===== src/rtl/tlc_phase_sequencer.sv =====
// Phase scheduler for a two-road junction with a pedestrian crossing.
// Registered Moore FSM with a tick-driven phase timer and latched service requests.
module tlc_phase_sequencer #(
    parameter int CW        = 6,
    parameter int GREEN_MAJ = 30,
    parameter int GREEN_MIN = 10,
    parameter int YELLOW    = 5,
    parameter int ALLRED    = 2,
    parameter int PED_TIME  = 8
) (
    input  logic       clk,
    input  logic       rst,
    input  logic       tick,
    input  logic       night_sensor,
    input  logic       minor_req,
    input  logic       ped_req,
    input  logic       emerg_req,
    output logic [2:0] maj_lamp,
    output logic [2:0] min_lamp,
    output logic       ped_walk,
    output logic       ped_ack,
    output logic [2:0] phase
);
    typedef enum logic [2:0] {
        FLASH = 3'd0, MAJ_G = 3'd1, MAJ_Y = 3'd2, AR_A = 3'd3,
        MIN_G = 3'd4, MIN_Y = 3'd5, AR_B  = 3'd6, PED  = 3'd7
    } state_t;

    localparam logic [2:0] LAMP_R = 3'b100;
    localparam logic [2:0] LAMP_Y = 3'b010;
    localparam logic [2:0] LAMP_G = 3'b001;

    state_t        r_state;
    state_t        w_next;
    logic [CW-1:0] r_timer;
    logic          r_minor_pend;
    logic          r_ped_pend;
    logic          r_ped_ack;
    logic          w_timed;
    logic          w_enter;

    // Timer holds remaining ticks minus one; FLASH is untimed.
    function automatic logic [CW-1:0] dur_m1(input state_t s);
        case (s)
            MAJ_G:        return CW'(GREEN_MAJ - 1);
            MIN_G:        return CW'(GREEN_MIN - 1);
            MAJ_Y, MIN_Y: return CW'(YELLOW - 1);
            AR_A, AR_B:   return CW'(ALLRED - 1);
            PED:          return CW'(PED_TIME - 1);
            default:      return '0;
        endcase
    endfunction

    always_comb begin
        w_timed = tick && (r_timer == '0);
        w_next  = r_state;
        case (r_state)
            FLASH: if (!night_sensor || emerg_req) w_next = AR_B;
            MAJ_G: if (w_timed && !emerg_req && (r_minor_pend || r_ped_pend || night_sensor))
                       w_next = MAJ_Y;
            MAJ_Y: if (w_timed) w_next = AR_A;
            AR_A: begin
                if (w_timed) begin
                    if (emerg_req)         w_next = MAJ_G;
                    else if (night_sensor) w_next = FLASH;
                    else if (r_ped_pend)   w_next = PED;
                    else if (r_minor_pend) w_next = MIN_G;
                    else                   w_next = MAJ_G;
                end
            end
            MIN_G: if (w_timed || emerg_req) w_next = MIN_Y;
            MIN_Y: if (w_timed) w_next = AR_B;
            AR_B:  if (w_timed) w_next = (night_sensor && !emerg_req) ? FLASH : MAJ_G;
            PED:   if (w_timed || emerg_req) w_next = AR_B;
            default: w_next = AR_B;
        endcase
        w_enter = (w_next != r_state);
    end

    always_ff @(posedge clk) begin
        if (rst) begin
            r_state      <= AR_B;
            r_timer      <= CW'(ALLRED - 1);
            r_minor_pend <= 1'b0;
            r_ped_pend   <= 1'b0;
            r_ped_ack    <= 1'b0;
        end else begin
            r_state <= w_next;
            if (w_enter)
                r_timer <= dur_m1(w_next);
            else if (tick && (r_timer != '0))
                r_timer <= r_timer - CW'(1);
            // A request arriving on the serving edge is absorbed by that service.
            r_minor_pend <= (w_enter && w_next == MIN_G) ? 1'b0 : (r_minor_pend | minor_req);
            r_ped_pend   <= (w_enter && w_next == PED)   ? 1'b0 : (r_ped_pend | ped_req);
            r_ped_ack    <= w_enter && (w_next == PED);
        end
    end

    always_comb begin
        maj_lamp = LAMP_R;
        min_lamp = LAMP_R;
        case (r_state)
            FLASH: begin maj_lamp = LAMP_Y; min_lamp = LAMP_Y; end
            MAJ_G: maj_lamp = LAMP_G;
            MAJ_Y: maj_lamp = LAMP_Y;
            MIN_G: min_lamp = LAMP_G;
            MIN_Y: min_lamp = LAMP_Y;
            default: ;
        endcase
    end

    assign ped_walk = (r_state == PED);
    assign ped_ack  = r_ped_ack;
    assign phase    = r_state;
endmodule


===== config.mk =====
export PLATFORM = sky130hd
export DESIGN_NAME = tlc_phase_sequencer
export DESIGN_NICKNAME = d
export VERILOG_FILES = /design/src/rtl/tlc_phase_sequencer.sv
export SDC_FILE = /design/constraint.sdc
export NUM_CORES = 1
export LEC_CHECK = 0
export BUFFER_PORTS_ARGS = -buffer_cell sky130_fd_sc_hd__buf_4
export CORE_MARGIN = 2
export CORE_UTILIZATION = 25
export CTS_CLUSTER_SIZE = 8
export DETAILED_ROUTE_END_ITERATION = 6
export MAX_ROUTING_LAYER = met4
export SYNTH_ARGS = -nofsm -noshare
export SYNTH_HDL_FRONTEND = slang
export SYNTH_SLANG_ARGS = --single-unit

===== constraint.sdc =====
create_clock -name clk -period 6.6 [get_ports clk]
set_input_delay 0.66 -clock clk [delete_from_list [all_inputs] [get_ports clk]]
set_output_delay 0.66 -clock clk [all_outputs]
set_load 0.05 [all_outputs]

==> impl_summary.md <==
Clock network
TritonCTS built the clock tree. CTS placed an instance of sky130_fd_sc_hd__clkbuf_8 at the clock tree root. The total clock buffers created by CTS is 3. After clock tree synthesis, the clock-pin slew on the worst setup and hold paths is 0.06 ns. In this run the number of H-tree levels came out at 1.

Hold repair after CTS inserted 0 buffers. Post-CTS timing repair inserted 0 buffers for setup. The later-pin clock latency in the skew report is 0.25 ns. The buffer depth of the longest clock path is 2. Post-CTS repair changed the size of 0 cells. The number of clock sinks is 12.

Floorplanning
The number of top-level pins is 18. The area of the placeable core is 4030 um2. The effective utilization at floorplan is 0.261. The floorplan step defined a die boundary enclosing 4740 um2. Measured along the y axis, the die boundary spans 68.9 um. Measured along the x axis, the die boundary spans 68.9 um. The floorplan has 23 rows.

Setup path
The reg-to-reg setup timing slack is 4.15 ns. The worst-path maximum fanout is 13. The startpoint identified for the worst register-to-register timing path is r_timer[0]. STA classifies the critical path endpoint as a primary output. The worst setup path is launched from a flop.

At the worst endpoint, the required time is 5.94 ns. The startpoint-to-endpoint class of the critical path is flop to primary output. The number of cells on the worst reg-to-reg path is 9. The arrival time of the worst setup path is 1.80 ns. The endpoint identified for the worst register-to-register timing path is r_timer[2].

Routing
The ratio of routed vias to standard cells is 5.26. The first TritonRoute pass finished after 4 iterations. The detail route stage leaves a number of antenna-violating nets equal to 0. The wire length reported by the detailed router is 2500 um.

The final routed DRC violation total is 0. The routed wirelength normalized by instance count is 13.1 um. The total via count after detailed routing is 999.

The detailed router's first-iteration violation count is 113.

GRT
Entering global routing, the biggest net connects 14 pins. The initial antenna violation count was 0. The remaining global-route overflow is 0. The number of global-route vias before repair is 891.

The overall global routing resource usage is 0.126. The first global-routing pass estimated 4280 um of wire.

Synth
The most used flip-flop cell after synthesis is sky130_fd_sc_hd__dfxtp_1. The most common cell in the netlist is sky130_fd_sc_hd__dfxtp_1. The number of distinct library cells after synthesis is 50. Of the total synthesized cell area, the portion taken by XOR and XNOR cells is 0.0499.

The main combinational cell family by area after synthesis is compound AO/OA/AOI/OAI gates. Synthesis produced a netlist with a net count of 133. The largest area contributor in the netlist is sky130_fd_sc_hd__dfxtp_1.

Yosys mapped a number of flops with a built-in enable equal to 0. The synthesized-area fraction occupied by and/or/nand/nor cells is 0.303. The async set-reset flop share out of synthesis is 0. The post-synthesis compound-gate area fraction was 0.310. Sorting the synthesized cells by how often they occur yields 12 x sky130_fd_sc_hd__dfxtp_1, 9 x sky130_fd_sc_hd__nand2_1, 9 x sky130_fd_sc_hd__nor2_1, 8 x sky130_fd_sc_hd__inv_1. The multiplexer share of the synthesized area is 0.0190. The average instance area after synthesis is 8.49 um2. Of the post-synthesis cell area, the dominant cell type holds 0.228.

The cell area after synthesis is 1050 um2. The number of synthesized register bits is 12. The Yosys warning count is 0. The number of standard cells after synthesis is 124. For this run, the register share of the synthesized area comes to 0.228. Of the total synthesized cell area, the portion taken by full adders, half adders and majority gates is 0.0238. By area the synthesized netlist is led by sky130_fd_sc_hd__dfxtp_1 23%, sky130_fd_sc_hd__a211oi_1 4.3%, sky130_fd_sc_hd__nand2_1 3.2%.

Job
Max-cap violations in this run came to 0.

STA
The number of pins exceeding their max-slew limit in the final report is 0. For the final database, setup skew stands at 0.00921 ns. The routed design could run at a clock period as short as 2.46 ns. On the final layout, the worst hold slack is 0.585 ns.

The share of the clock period used by the worst path is 0.372. Setup repair after global routing left no endpoint under its margin. The final-report hold violation count is 0.

Setup violations remaining at the end of the flow were counted as 0. Static timing analysis puts the maximum clock frequency at 0.407 GHz. For the final routed database, the setup TNS stands at 0 ns. Headroom to the max-slew limit came out at 0.504. The slew of the pin with the lowest slew margin is 0.725 ns.

Pwr
The share of total power dissipated in combinational logic is 0.649. IR analysis of the VDD net gives a maximum drop of 221 uV. The leakage power of the design is 0.513 nW. Of the total power, the clock network draws 0.128. Of the total power, registers draw 0.222. In this run the power density over the cells is 504 nW/um2. The switching component of the power is 323 uW. The switching power share of the total is 0.508. The cell-internal power is 312 uW.

Placed design
The cell count after placement is 186. Input and output buffers added on the ports amount to 17. The wire-length estimate of the detail-placed layout is 1910 um. The routability-driven placement congestion ratio is 0.854.

Cells and area
The area overhead of the layout relative to synthesis is 19.6%. The proportion of layout cells with a drive suffix above 1 is 0.286. The number of non-filler instances in the completed layout is 190. The total number of nets in the final design is 150. The repair_antennas step left the layout with diodes totalling 0.

Hold path
Along the worst hold path, the cell count comes to 1. The hold path startpoint is r_minor_pend. The end point of the most critical hold path is r_minor_pend.

The worst hold path belongs to the class flop to flop.

Outcome
The flow ran to the end, and the final reports show no timing, DRC or antenna violations.
## power by group through the flow
stage | combinational (mW) | clock, mW | sequential (mW)
floorplan | 0.326 | 0 | 0.147
global placement | 0.412 | 0 | 0.143
detailed placement | 0.413 | 0 | 0.143
CTS | 0.414 | 0.0840 | 0.141
global route | 0.452 | 0.0886 | 0.147
finish | 0.412 | 0.0814 | 0.141
## cell type report
cell class                 instances  area (um2)
sequential                        12         240
multi-input combinational         99         743
clock buffer                       4        55.1
fill                             446        2770
timing repair buffer              17         128
tap                               50        62.6
inverter                           8        30.0
## sequential cells by signal, indices dropped and copies added (netlist names)
name,flops
r_timer,6
phase,3
ped_ack,1
r_minor_pend,1
r_ped_pend,1
## worst max-delay path: stages, from the launching register on
cell,delay [ns]
sky130_fd_sc_hd__dfxtp_1,0.59
sky130_fd_sc_hd__inv_1,0.25
sky130_fd_sc_hd__nor3_1,0.41
sky130_fd_sc_hd__nor2_1,0.09
sky130_fd_sc_hd__buf_4,0.20
## cell usage in the layout (no fill, tap or decap), drive strengths merged, types with 2 or more instances in the layout
cell and count:
buf 17, dfxtp 12, nor2 9, nand2 9, inv 8, nor3 8
a211oi 7, nand3 7, a21oi 7, o21ai 6, clkbuf 4, nor4 4
xor2 3, nand4 3, xnor2 3, or3 3, o211ai 3, and2 2
o211a 2, a31oi 2, mux2i 2, ha 2, nor2b 2, a31o 2
a2111oi 2
## worst max-delay path by stage
stage	slack (ns)	to	cells past startpoint	start
floorplan	3.24	min_lamp[2]	3	phase[2]
global placement	4.05	r_timer[2]	8	tick
detailed placement	4.05	r_timer[2]	8	tick
CTS	4.13	r_timer[2]	9	r_timer[0]
global route	3.97	r_timer[2]	7	phase[1]
finish	4.14	min_lamp[2]	4	phase[2]
## stage by stage
step           cell area (um2)   util  power, mW  setup WS [ns]
2_1_floorplan             1050      -      0.472           3.24
3_3_place_gp              1200  0.299      0.555           4.05
3_5_place_dp              1200  0.299      0.556           4.05
4_1_cts                   1260  0.312      0.640           4.13
5_1_grt                   1260  0.312      0.687           3.97
6_report                  1260  0.312      0.635           4.14
## metal layers
| layer | track usage | vias up | wire length (um) |
|---|---|---|---|
| met5 | - | - | 0 |
| met4 | 0.0564 | 0 | 39 |
| li1 | - | 507 | - |
| met1 | 0.172 | 462 | 1290 |
| met3 | 0.0308 | 5 | 131 |
| met2 | 0.174 | 25 | 1040 |
## cell families after synthesis
| group | Yosys count |
|---|---|
| AND/OR/NAND/NOR | 52 |
| AO/OA/AOI/OAI | 37 |
| buffers and inverters | 13 |
| flip-flops | 12 |
| XOR/XNOR | 6 |
| multiplexers | 2 |
| adder cells (fa/ha/maj) | 2 |
Note: power is estimated with default switching activity, not from simulation.
